===== config.mk =====
export PLATFORM = sky130hd
export DESIGN_NAME = seven_segment_display_mux
export DESIGN_NICKNAME = d
export VERILOG_FILES = /design/src/rtl/seven_seg_pkg.sv /design/src/rtl/bin2bcd_seq.sv /design/src/rtl/seven_segment_display_mux.sv
export SDC_FILE = /design/constraint.sdc
export NUM_CORES = 1
export LEC_CHECK = 0
export ABC_AREA = 0
export CORE_MARGIN = 1
export CORE_UTILIZATION = 40
export DETAILED_ROUTE_END_ITERATION = 7
export REMOVE_ABC_BUFFERS = 1
export SETUP_SLACK_MARGIN = 0.3
export SLEW_MARGIN = 20
export SYNTH_ARGS = -nofsm -noshare
export SYNTH_HDL_FRONTEND = slang
export SYNTH_SLANG_ARGS = --single-unit

===== constraint.sdc =====
create_clock -name clk -period 5.2 [get_ports clk]
set_clock_uncertainty 0.05 [all_clocks]
set_input_delay 1.56 -clock clk [delete_from_list [all_inputs] [get_ports clk]]
set_output_delay 1.56 -clock clk [all_outputs]
set_load 0.05 [all_outputs]

===== src/rtl/seven_seg_pkg.sv =====
// Shared definitions for the multiplexed seven-segment display: glyphs,
// display modes, converter states and small helper functions.
package seven_seg_pkg;

    // Display content selected by the mode controller.
    typedef enum logic [1:0] {
        MODE_COLOR = 2'd0,
        MODE_FRAME = 2'd1,
        MODE_FAULT = 2'd2
    } mode_e;

    // Binary-to-BCD converter state.
    typedef enum logic {
        CONV_IDLE = 1'b0,
        CONV_RUN  = 1'b1
    } conv_state_e;

    // Active-low segment patterns, bit order {g,f,e,d,c,b,a}.
    localparam logic [6:0] SEG_0     = 7'h40;
    localparam logic [6:0] SEG_1     = 7'h79;
    localparam logic [6:0] SEG_2     = 7'h24;
    localparam logic [6:0] SEG_3     = 7'h30;
    localparam logic [6:0] SEG_4     = 7'h19;
    localparam logic [6:0] SEG_5     = 7'h12;
    localparam logic [6:0] SEG_6     = 7'h02;
    localparam logic [6:0] SEG_7     = 7'h78;
    localparam logic [6:0] SEG_8     = 7'h00;
    localparam logic [6:0] SEG_9     = 7'h10;
    localparam logic [6:0] SEG_A     = 7'h08;
    localparam logic [6:0] SEG_B     = 7'h03;
    localparam logic [6:0] SEG_C     = 7'h46;
    localparam logic [6:0] SEG_D     = 7'h21;
    localparam logic [6:0] SEG_E     = 7'h06;
    localparam logic [6:0] SEG_F     = 7'h0E;
    localparam logic [6:0] SEG_U     = 7'h41;
    localparam logic [6:0] SEG_L     = 7'h47;
    localparam logic [6:0] SEG_T     = 7'h07;
    localparam logic [6:0] SEG_BLANK = 7'h7F;

    // Hex nibble to active-low segment pattern.
    function automatic logic [6:0] hex_to_seg(input logic [3:0] nibble);
        logic [6:0] seg;
        case (nibble)
            4'h0: seg = SEG_0;
            4'h1: seg = SEG_1;
            4'h2: seg = SEG_2;
            4'h3: seg = SEG_3;
            4'h4: seg = SEG_4;
            4'h5: seg = SEG_5;
            4'h6: seg = SEG_6;
            4'h7: seg = SEG_7;
            4'h8: seg = SEG_8;
            4'h9: seg = SEG_9;
            4'hA: seg = SEG_A;
            4'hB: seg = SEG_B;
            4'hC: seg = SEG_C;
            4'hD: seg = SEG_D;
            4'hE: seg = SEG_E;
            default: seg = SEG_F;
        endcase
        return seg;
    endfunction

    // Decimal digits needed for the largest value of a w-bit number.
    function automatic int bcd_digits_for(input int w);
        longint unsigned v;
        int n;
        v = (64'd1 << w) - 64'd1;
        n = 0;
        for (int i = 0; i < 20; i++) begin
            if (v != 0) begin
                n++;
                v = v / 10;
            end
        end
        return (n == 0) ? 1 : n;
    endfunction

endpackage


===== src/rtl/bin2bcd_seq.sv =====
// Iterative double-dabble binary-to-BCD converter, one bit per cycle.
// A start while running reloads the new value; the result is presented
// combinationally on bcd together with a one-cycle done on the final step.
module bin2bcd_seq
    import seven_seg_pkg::*;
#(
    parameter int BIN_W      = 9,
    parameter int BCD_DIGITS = 3
) (
    input  logic                    clk,
    input  logic                    rst,
    input  logic                    start,
    input  logic [BIN_W-1:0]        din,
    output logic                    busy,
    output logic                    done,
    output logic [4*BCD_DIGITS-1:0] bcd
);

    localparam int CNT_W = $clog2(BIN_W + 1);
    localparam int ACC_W = 4 * BCD_DIGITS;

    conv_state_e       state_q, state_d;
    logic [BIN_W-1:0]  bin_q, bin_d;
    logic [ACC_W-1:0]  acc_q, acc_d;
    logic [CNT_W-1:0]  cnt_q, cnt_d;

    logic [ACC_W-1:0]       acc_adj;
    logic [ACC_W+BIN_W-1:0] work;
    logic                   last_step;

    // One double-dabble step: add 3 to any digit >= 5, then shift left.
    always_comb begin
        acc_adj = acc_q;
        for (int i = 0; i < BCD_DIGITS; i++) begin
            if (acc_q[i*4 +: 4] >= 4'd5) begin
                acc_adj[i*4 +: 4] = acc_q[i*4 +: 4] + 4'd3;
            end
        end
        work = {acc_adj, bin_q} << 1;
    end

    assign last_step = (state_q == CONV_RUN) && (cnt_q == CNT_W'(1)) && !start;
    assign busy      = (state_q == CONV_RUN);
    assign done      = last_step;
    assign bcd       = work[ACC_W+BIN_W-1 -: ACC_W];

    // Converter state register.
    always_ff @(posedge clk or negedge rst) begin
        if (!rst) begin
            state_q <= CONV_IDLE;
            bin_q   <= '0;
            acc_q   <= '0;
            cnt_q   <= '0;
        end else begin
            state_q <= state_d;
            bin_q   <= bin_d;
            acc_q   <= acc_d;
            cnt_q   <= cnt_d;
        end
    end

    // Next state: start (re)loads, otherwise step until the bit count runs out.
    always_comb begin
        state_d = state_q;
        bin_d   = bin_q;
        acc_d   = acc_q;
        cnt_d   = cnt_q;
        if (start) begin
            state_d = CONV_RUN;
            bin_d   = din;
            acc_d   = '0;
            cnt_d   = CNT_W'(BIN_W);
        end else if (state_q == CONV_RUN) begin
            bin_d = work[BIN_W-1:0];
            acc_d = work[ACC_W+BIN_W-1 -: ACC_W];
            cnt_d = cnt_q - 1'b1;
            if (cnt_q == CNT_W'(1)) begin
                state_d = CONV_IDLE;
            end
        end
    end

endmodule


===== src/rtl/seven_segment_display_mux.sv =====
// Multiplexed N-digit seven-segment driver: scans anodes, decodes colour
// (hex), frame number (decimal) or a blinking fault screen. Display content
// is snapshotted once per scan pass so a pass never mixes two states.
module seven_segment_display_mux
    import seven_seg_pkg::*;
#(
    parameter int NUM_DIGITS   = 8,
    parameter int NUM_CHANNELS = 4,
    parameter int COLOR_W      = 24,
    parameter int FRAME_W      = 9,
    parameter int SCAN_DIV     = 50000,
    parameter int HOLD_CYCLES  = 50000000,
    parameter int BLINK_DIV    = 25000000
) (
    input  logic                              clk,
    input  logic                              rst,
    input  logic                              en_7s_frame,
    input  logic                              debug_color,
    input  logic                              fault,
    input  logic                              frame_valid,
    input  logic [FRAME_W-1:0]                frame,
    input  logic [$clog2(NUM_CHANNELS)-1:0]   channel,
    input  logic [NUM_CHANNELS*COLOR_W-1:0]   rgb_flat,
    output logic [6:0]                        seg_n,
    output logic                              dp_n,
    output logic [NUM_DIGITS-1:0]             an_n,
    output logic                              busy
);

    localparam int BCD_DIGITS = bcd_digits_for(FRAME_W);
    localparam int NIB        = COLOR_W / 4;
    localparam int CH_W       = $clog2(NUM_CHANNELS);
    localparam int IDX_W      = (NUM_DIGITS > 1) ? $clog2(NUM_DIGITS) : 1;
    localparam int PRE_W      = $clog2(SCAN_DIV);
    localparam int HOLD_W     = $clog2(HOLD_CYCLES + 1);
    localparam int BLINK_W    = (BLINK_DIV > 1) ? $clog2(BLINK_DIV) : 1;

    // Scan timing
    logic [PRE_W-1:0]   pre_q, pre_d;
    logic [IDX_W-1:0]   idx_q, idx_d;
    logic               started_q, started_d;
    logic               tick, snap_en;
    logic [31:0]        idx_ext;

    // Mode controller
    mode_e              mode_q, mode_d;
    logic [HOLD_W-1:0]  hold_q, hold_d;
    logic [BLINK_W-1:0] blink_cnt_q, blink_cnt_d;
    logic               blink_off_q, blink_off_d;

    // Converted frame number and per-pass snapshot
    logic [4*BCD_DIGITS-1:0] bcd_q, conv_bcd;
    logic                    conv_done;
    mode_e                   snap_mode_q;
    logic [CH_W-1:0]         snap_chan_q;
    logic [COLOR_W-1:0]      snap_rgb_q;
    logic [4*BCD_DIGITS-1:0] snap_bcd_q;

    // Registered pin drivers
    logic [6:0]            seg_q, seg_d;
    logic                  dp_q, dp_d;
    logic [NUM_DIGITS-1:0] an_q, an_d;

    bin2bcd_seq #(
        .BIN_W      (FRAME_W),
        .BCD_DIGITS (BCD_DIGITS)
    ) u_bin2bcd (
        .clk   (clk),
        .rst   (rst),
        .start (frame_valid),
        .din   (frame),
        .busy  (busy),
        .done  (conv_done),
        .bcd   (conv_bcd)
    );

    assign tick    = (pre_q == PRE_W'(SCAN_DIV - 1));
    assign idx_ext = 32'(idx_q);

    // Prescaler and digit index; the first tick enables digit 0 and snapshots.
    always_comb begin
        pre_d     = tick ? '0 : pre_q + 1'b1;
        idx_d     = idx_q;
        started_d = started_q;
        snap_en   = 1'b0;
        if (tick) begin
            if (!started_q) begin
                started_d = 1'b1;
                snap_en   = 1'b1;
            end else if (idx_q == IDX_W'(NUM_DIGITS - 1)) begin
                idx_d   = '0;
                snap_en = 1'b1;
            end else begin
                idx_d = idx_q + 1'b1;
            end
        end
    end

    // Mode FSM next state; fault overrides everything including en_7s_frame.
    always_comb begin
        mode_d = mode_q;
        hold_d = hold_q;
        case (mode_q)
            MODE_COLOR: begin
                if (en_7s_frame) begin
                    mode_d = MODE_FRAME;
                    hold_d = HOLD_W'(HOLD_CYCLES);
                end
            end
            MODE_FRAME: begin
                if (en_7s_frame) begin
                    hold_d = HOLD_W'(HOLD_CYCLES);
                end else if (hold_q == HOLD_W'(1)) begin
                    mode_d = MODE_COLOR;
                    hold_d = '0;
                end else begin
                    hold_d = hold_q - 1'b1;
                end
            end
            MODE_FAULT: begin
                if (!fault) begin
                    mode_d = MODE_COLOR;
                end
            end
            default: mode_d = MODE_COLOR;
        endcase
        if (fault) begin
            mode_d = MODE_FAULT;
            hold_d = '0;
        end
    end

    // Blink counter: cleared on fault entry, free-runs while in fault.
    always_comb begin
        blink_cnt_d = '0;
        blink_off_d = 1'b0;
        if (mode_q == MODE_FAULT && mode_d == MODE_FAULT) begin
            if (blink_cnt_q == BLINK_W'(BLINK_DIV - 1)) begin
                blink_cnt_d = '0;
                blink_off_d = !blink_off_q;
            end else begin
                blink_cnt_d = blink_cnt_q + 1'b1;
                blink_off_d = blink_off_q;
            end
        end
    end

    // Glyph for the current digit from the snapshot; also anode pattern.
    always_comb begin
        seg_d = SEG_BLANK;
        dp_d  = 1'b1;
        case (snap_mode_q)
            MODE_COLOR: begin
                for (int p = 0; p < NIB; p++) begin
                    if (idx_ext == 32'(p)) seg_d = hex_to_seg(snap_rgb_q[p*4 +: 4]);
                end
                if (idx_ext == 32'(NIB)) begin
                    seg_d = hex_to_seg(4'(snap_chan_q));
                    dp_d  = 1'b0;
                end
                if (idx_ext == 32'(NIB + 1)) seg_d = SEG_C;
            end
            MODE_FRAME: begin
                for (int p = 0; p < BCD_DIGITS; p++) begin
                    if (idx_ext == 32'(p) && (p == 0 || (snap_bcd_q >> (4 * p)) != '0)) begin
                        seg_d = hex_to_seg(snap_bcd_q[p*4 +: 4]);
                    end
                end
                if (idx_ext == 32'(NUM_DIGITS - 1)) seg_d = SEG_F;
            end
            MODE_FAULT: begin
                if (idx_ext == 32'(NUM_DIGITS - 1)) seg_d = SEG_F;
                if (idx_ext == 32'(NUM_DIGITS - 2)) seg_d = SEG_A;
                if (idx_ext == 32'(NUM_DIGITS - 3)) seg_d = SEG_U;
                if (idx_ext == 32'(NUM_DIGITS - 4)) seg_d = SEG_L;
                if (idx_ext == 32'(NUM_DIGITS - 5)) seg_d = SEG_T;
            end
            default: seg_d = SEG_BLANK;
        endcase
        if (!started_q) begin
            seg_d = SEG_BLANK;
            dp_d  = 1'b1;
        end
        if (!started_q || (mode_q == MODE_FAULT && blink_off_q)) begin
            an_d = '1;
        end else begin
            an_d = ~({{(NUM_DIGITS-1){1'b0}}, 1'b1} << idx_q);
        end
    end

    // State registers: scan, mode, blink, snapshot, converted value, pins.
    always_ff @(posedge clk or negedge rst) begin
        if (!rst) begin
            pre_q       <= '0;
            idx_q       <= '0;
            started_q   <= 1'b0;
            mode_q      <= MODE_COLOR;
            hold_q      <= '0;
            blink_cnt_q <= '0;
            blink_off_q <= 1'b0;
            bcd_q       <= '0;
            snap_mode_q <= MODE_COLOR;
            snap_chan_q <= '0;
            snap_rgb_q  <= '0;
            snap_bcd_q  <= '0;
            seg_q       <= SEG_BLANK;
            dp_q        <= 1'b1;
            an_q        <= '1;
        end else begin
            pre_q       <= pre_d;
            idx_q       <= idx_d;
            started_q   <= started_d;
            mode_q      <= mode_d;
            hold_q      <= hold_d;
            blink_cnt_q <= blink_cnt_d;
            blink_off_q <= blink_off_d;
            if (conv_done) begin
                bcd_q <= conv_bcd;
            end
            if (snap_en) begin
                snap_mode_q <= (debug_color || mode_q == MODE_COLOR) ? MODE_COLOR : mode_q;
                snap_chan_q <= channel;
                snap_rgb_q  <= rgb_flat[channel*COLOR_W +: COLOR_W];
                snap_bcd_q  <= bcd_q;
            end
            seg_q <= seg_d;
            dp_q  <= dp_d;
            an_q  <= an_d;
        end
    end

    assign seg_n = seg_q;
    assign dp_n  = dp_q;
    assign an_n  = an_q;

endmodule


## Yosys cells after proc, flatten, opt, wreduce, memory -nomap -nowiden

Memory sizes are Yosys's and may differ from the RTL's.
Cells that the tools add are included.

| cells by class | value |
|---|---|
| $add $sub $neg | 8 |
| multipliers | 1 |
| $lt $le $gt $ge | 3 |
| eq/ne operators | 21 |
| shift operators | 2 |
| multiplexer cells | 56 |
| bitwise gates (word level) | 1 |
| reductions and logical operators | 21 |

Operator list:

| kind | number |
|---|---|
| 2-to-1 mux 7 bit | 18 |
| 2-to-1 mux 26 bit | 4 |
| variable part select 96 x 8 -> 24 bit | 1 |
| case mux 26 bit (2 select lines) | 1 |
| 2-to-1 mux 25 bit | 2 |
| logical NOT 32 bit | 1 |
| case mux 7 bit (4 select lines) | 1 |
| == test 26 x 1 -> 1 bit, second input constant | 1 |
| subtractor 26 x 1 -> 26 bit, second input constant | 1 |
| adder 25 x 1 -> 25 bit, second input constant | 1 |
| == test 25 bit, second input constant | 1 |
| 2-to-1 mux 12 bit | 2 |
| nonzero test 12 bit | 2 |
| case mux 7 bit (3 select lines) | 1 |
| 2-to-1 mux 9 bit | 2 |
| adder 16 x 1 -> 16 bit, second input constant | 1 |
| == test 16 bit, second input constant | 1 |
| 2-to-1 mux 16 bit | 1 |
| 2-to-1 mux 4 bit | 4 |
| == test 3 bit, second input constant | 4 |
| greater-or-equal comparator 4 x 3 -> 1 bit, second input constant | 3 |
| 2-to-1 mux 1 bit | 11 |
| == test 2 bit, second input constant | 5 |
| 2-to-1 mux 2 bit | 5 |
| other kinds (23) | 39 |

| storage, ports and cells | value |
|---|---|
| register bits | 168 |
| ROM bits | 1008 |
| input bits | 113 |
| output and inout port bits | 17 |
| memories | 9 |

Memory list:

| name | depth | bits a word | read ports | clocked after Yosys merged registers in | write ports | RTL line | source |
|---|---|---|---|---|---|---|---|
| (name not given) | 16 | 7 | 1 | 0 | 0 | seven_seg_pkg.sv:43 | `case (nibble)` |
| (name not given) | 16 | 7 | 1 | 0 | 0 | seven_seg_pkg.sv:43 |  |
| (name not given) | 16 | 7 | 1 | 0 | 0 | seven_seg_pkg.sv:43 |  |
| (name not given) | 16 | 7 | 1 | 0 | 0 | seven_seg_pkg.sv:43 |  |
| (name not given) | 16 | 7 | 1 | 0 | 0 | seven_seg_pkg.sv:43 |  |
| (name not given) | 16 | 7 | 1 | 0 | 0 | seven_seg_pkg.sv:43 |  |
| 3 more memories | - | - | - | - | - | - |  |

## Longest topological paths before layout

| logic depth | value |
|---|---|
| depth in word-level cells | 11 |
| depth in mapped cells | 10 |
| gate-level depth less buffers | 8 |

## By module

From an unflattened synthesis, not the netlist that was laid out.

| unflattened totals | value |
|---|---|
| cells, all modules | 1151 |
| area, all modules | 11239.5 µm² |

By module, submodules not included:

| module | instances | cells an instance | area each (µm²) | seq. area each (µm²) |
|---|---|---|---|---|
| seven_segment_display_mux | 1 | 988 | 9724.3 | 3573.4 |
| bin2bcd_seq | 1 | 163 | 1515.2 | 650.6 |

## Worst setup path before layout

OpenSTA, ideal clock, no wires.

| path | value |
|---|---|
| path kind | input to register |
| from | input channel[0] |
| to | register snap_rgb_q[23] |
| library setup time | 0.128 ns |
| data arrival time | 3.141 ns |
| slack | 1.881 ns |
| stages on the path | 4 |
| path buffers | 2 |
| path through | buf_2 -> buf_1 -> mux4_2 -> mux2_1 |

| on the way | value |
|---|---|
| longest elaborated chain between the ends | 2 |

RTL lines:

| element | RTL line | source |
|---|---|---|
| start: declaration | seven_segment_display_mux.sv:22 | `input logic [$clog2(NUM_CHANNELS)-1:0] channel,` |
| multiplier 2 x 2 -> 4 bit | seven_segment_display_mux.sv:223 | `snap_rgb_q <= rgb_flat[channel*COLOR_W +: COLOR_W];` |
| variable part select 96 x 8 -> 24 bit | seven_segment_display_mux.sv:223 |  |
| end signal: assignment | seven_segment_display_mux.sv:223 |  |
| end: declaration | seven_segment_display_mux.sv:56 | `logic [COLOR_W-1:0] snap_rgb_q;` |

No other way between the ends.
A chain may end at the register's enable or synchronous reset.

## Final worst setup path

| path | value |
|---|---|
| from | register u_bin2bcd.state_q (netlist: u_bin2bcd.busy) |
| to | output busy |

RTL lines:

| element | RTL line | source |
|---|---|---|
| start: declaration | bin2bcd_seq.sv:22 | `conv_state_e state_q, state_d;` |
| start signal: assignment | bin2bcd_seq.sv:55 | `state_q <= state_d;` |
| end: declaration | seven_segment_display_mux.sv:27 | `output logic busy` |

No word-level cell between the ends.

==> results.txt <==
----------------------------------------------------
[Run status]
  Run status ... finished clean

[Floorplan]
  Number of top-level pins ... 130
  Die Span X ... 169 µm
  Vertical die dimension ... 169 µm
  Initial core utilization ... 41.0%
  Total Die Area ... 28,500 µm²
  Core outline area ... 27,200 µm²
  Core Rows ... 60

[Route]
  Remaining antenna violation count after routing ... 0
  WL per Instance ... 15.5 µm
  Total detailed-routing wirelength ... 25.6 mm
  Routed via count ... 8,874
  Vias per inst ... 5.37
  First drt pass iteration count ... 5
  Drt initial violations ... 636
  # DRC ... 0

[Clocking]
  CTS tree ... done
  Number of H-tree levels ... 4
  Post-CTS setup buffer count ... 0
  Cell at the root of the clock tree ... sky130_fd_sc_hd__clkbuf_16
  Worst-skew pair later-pin latency ... 0.44 ns
  Max Buffers Root-to-Sink ... 2
  Post_cts resized ... 0
  Clock Sink Count ... 168
  Total clock buffers created by CTS ... 17
  Hold-fix buffers, CTS ... 0
  Clock-pin slew of the registers on the worst-case setup and hold paths ... 0.07 ns

[Timing]
  Final setup violation count ... 0
  Slew headroom ... 30.1%
  Maximum clock frequency ... 275 MHz
  Final critical delay including setup and external delays ... 3.63 ns
  Final critical-path share of the clock period ... 69.8%
  TNS Setup ... 0 ns
  Slew @ Worst Pin ... 1.03 ns
  RSZ-0062 raised after global routing ... false
  Total count of max-transition violations in the final report ... 0
  Endpoints failing hold ... 0

[Finish]
  Final core utilization ... 49.0%
  Net total in the final layout ... 1,459
  Layout cell share with drive strength beyond 1 ... 10.5%
  Register area ... 4220 µm²
  Multi-input gate area ... 6460 µm²
  Fill cell instance count of the final layout ... 2,581
  Area growth syn-to-layout ... 19.6%

[Logic synthesis]
  Post-synthesis xor/xnor area fraction ... 4.09%
  Cell types occupying the most area after synthesis ... sky130_fd_sc_hd__dfrtp_1 34%, sky130_fd_sc_hd__ha_1 8.6%, sky130_fd_sc_hd__mux4_2 6.3%
  Synth top area share ... 34.1%
  Commonest cells in the netlist ... 152 x sky130_fd_sc_hd__dfrtp_1, 115 x sky130_fd_sc_hd__nor2_1, 103 x sky130_fd_sc_hd__nand2_1, 86 x sky130_fd_sc_hd__o21ai_0, 77 x sky130_fd_sc_hd__ha_1
  Fraction of registers with async set/reset ... 100%
  Synth Warn # ... 0
  Synthesized-area fraction occupied by ao, oa, aoi and oai cells ... 14.0%
  Post-Syn Area per Cell ... 9.45 µm²
  Dominant combinational cell family by area after synthesis ... simple AND/OR/NAND/NOR gates
  Unique cell type count in the Yosys netlist ... 77
  Post-synth design cell area ... 11,100 µm²
  Cell taking the most area after synthesis ... sky130_fd_sc_hd__dfrtp_1
  Predominant post-synthesis flop cell ... sky130_fd_sc_hd__dfrtp_1
  Multiplexer fraction of the synthesized cell area ... 12.9%
  Synthesized netlist cell count ... 1,179
  Simple-Gate Fraction of Synth Area ... 18.3%
  Adder-Cell Fraction of Synth Area ... 8.64%
  Count of flip-flops with a built-in enable after synthesis ... 0
  Count of state elements after synthesis ... 168
  Post-synthesis sequential area ratio ... 37.9%
  Count leader, synth ... sky130_fd_sc_hd__dfrtp_1

[Setup path]
  Worst path required time ... 3.59 ns
  Largest fanout on the critical path ... 34
  Startpoint class of the critical path ... flop
  Reg-to-Reg Start ... idx_q[2]$_DFFE_PN0P_
  R2r setup slk ... 2.11 ns
  CP endpoint kind ... primary output
  Capture instance of the worst register-to-register path ... snap_rgb_q[10]$_DFFE_PN0P_
  Length in cells of the worst reg-to-reg path ... 5
  Crit Path Category ... reg2out
  Arrival time at the worst endpoint ... 2.02 ns

[Min path]
  Start point of the worst min-delay path ... bcd_q[5]$_DFFE_PN0P_
  Worst min-delay path category ... reg2reg
  Worst-case hold path end point ... snap_bcd_q[5]$_DFFE_PN0P_
  Worst Hold Depth ... 2

[Run]
  Max capacitance violation total ... 0

[GRT]
  First-pass GRT wire length ... 43.5 mm
  Overflow left after global routing ... 0
  Number of global-route vias before repair ... 8,598
  GRT Overall Usage ... 18.7%
  Antenna violations before repair ... 1
  Largest net degree at the start of global routing ... 81

[Pwr]
  Static leakage ... 5.52 nW
  Power per cell area ... 253 nW/µm²
  Maximum vdd drop ... 0.187 mV

[Placement]
  Post-detail-place hpwl ... 18.2 mm
  GP Congestion ... 0.845
  I/O Buffers ... 129

----------------------------------------------------
[routing by layer]
layer	vias to the layer above	global-route usage [%]	part of all wire, %
met4	0	5.73	1.5
met3	29	3.37	4.5
met5	-	0	0
met1	4275	25.3	47
li1	4384	-	-
met2	186	30.5	47
[where the power goes]
part	total [mW]	internal (mW)	leakage (nW)	switching (mW)
clock	1.34	0.766	0.288	0.571
combinational	0.552	0.277	3.09	0.275
sequential	1.48	1.40	2.14	0.0787
total	3.37	2.44	5.52	0.924
[through the flow]
| step | power, mW | instance area, µm² | hold WS [ns] | setup slack [ns] | std cells |
|---|---|---|---|---|---|
| 2_1_floorplan | 1.84 | 10900 | 0.394 | 2.14 | 1112 |
| 3_3_place_gp | 2.05 | 12700 | 0.409 | 1.51 | 1622 |
| 6_report | 3.37 | 13300 | 0.427 | 1.57 | 1654 |
| 5_1_grt | 3.55 | 13300 | 0.465 | 1.48 | 1654 |
| 3_5_place_dp | 2.06 | 12700 | 0.417 | 1.43 | 1622 |
| 4_1_cts | 3.42 | 13300 | 0.433 | 1.54 | 1653 |
[worst max-delay path: stages, from the launching register on]
cell	delay, ns
sky130_fd_sc_hd__dfrtp_1	0.32
sky130_fd_sc_hd__buf_4	0.37
sky130_fd_sc_hd__clkdlybuf4s50_1	0.89
[final cells by class]
cell class,instances,share of cell area [%]
multi-input combinational,890,48.5
sequential,168,31.7
timing repair buffer,138,10.2
tap,372,3.49
clock buffer,17,3.19
inverter,54,1.52
clock inverter,14,1.39
antenna,1,0.0188
[state kept, by name, indices dropped and copies added, names as in the netlist, 9 cells and up]
| register | count |
|---|---|
| bcd_q | 12 |
| pre_q | 16 |
| u_bin2bcd.acc_q | 12 |
| hold_q | 26 |
| blink_cnt_q | 25 |
| snap_rgb_q | 24 |
| u_bin2bcd.bin_q | 9 |
| snap_bcd_q | 12 |
[logic make-up (layout without fill, tap and decap cells)]
family	after synthesis	count (layout)
compound gates	251	251
xor+xnor	52	52
fa+ha+maj	77	77
buf+inv	121	223
flops	168	168
mux	101	101
other cells	0	1
simple gates	409	409
[cell usage in the layout (no fill, tap or decap), types with 4 or more instances in the layout]
cell type	count
sky130_fd_sc_hd__dfrtp_1	152
sky130_fd_sc_hd__clkdlybuf4s50_1	126
sky130_fd_sc_hd__nor2_1	115
sky130_fd_sc_hd__nand2_1	103
sky130_fd_sc_hd__o21ai_0	86
sky130_fd_sc_hd__ha_1	77
sky130_fd_sc_hd__a21oi_1	61
sky130_fd_sc_hd__inv_1	53
sky130_fd_sc_hd__mux2i_1	36
sky130_fd_sc_hd__nor3_1	31
sky130_fd_sc_hd__nand3_1	31
sky130_fd_sc_hd__mux4_2	31
sky130_fd_sc_hd__xnor2_1	29
sky130_fd_sc_hd__mux2_2	29
sky130_fd_sc_hd__xor2_1	23
sky130_fd_sc_hd__nand2b_1	22
sky130_fd_sc_hd__nor2b_1	18
sky130_fd_sc_hd__nor4_1	18
sky130_fd_sc_hd__clkbuf_16	17
sky130_fd_sc_hd__dfstp_2	16
sky130_fd_sc_hd__o211ai_1	15
sky130_fd_sc_hd__nand4_1	12
sky130_fd_sc_hd__or3_1	11
sky130_fd_sc_hd__and3_1	10
sky130_fd_sc_hd__a31oi_1	10
sky130_fd_sc_hd__a211oi_1	8
sky130_fd_sc_hd__buf_4	8
sky130_fd_sc_hd__o31ai_1	7
sky130_fd_sc_hd__nand3b_1	6
sky130_fd_sc_hd__nor3b_1	6
sky130_fd_sc_hd__a2111oi_0	5
sky130_fd_sc_hd__o21ai_1	5
sky130_fd_sc_hd__mux2_1	5
sky130_fd_sc_hd__a21o_1	4
sky130_fd_sc_hd__a22oi_1	4
sky130_fd_sc_hd__o221ai_1	4
sky130_fd_sc_hd__o2bb2ai_1	4
sky130_fd_sc_hd__clkinvlp_4	4
[how the worst max path moves through the flow]
stage	start	end	slack, ns	depth (start not counted)
2_1_floorplan	pre_q[0]$_DFF_PN0_	snap_chan_q[0]$_DFFE_PN0P_	2.14	5
3_3_place_gp	channel[1]	snap_rgb_q[23]$_DFFE_PN0P_	1.51	3
3_5_place_dp	en_7s_frame	hold_q[4]$_DFFE_PN0P_	1.43	5
4_1_cts	u_bin2bcd.busy$_DFF_PN0_	busy	1.54	2
5_1_grt	u_bin2bcd.busy$_DFF_PN0_	busy	1.48	2
6_report	u_bin2bcd.busy$_DFF_PN0_	busy	1.57	2
No activity file was read; power rests on OpenSTA's default activity.
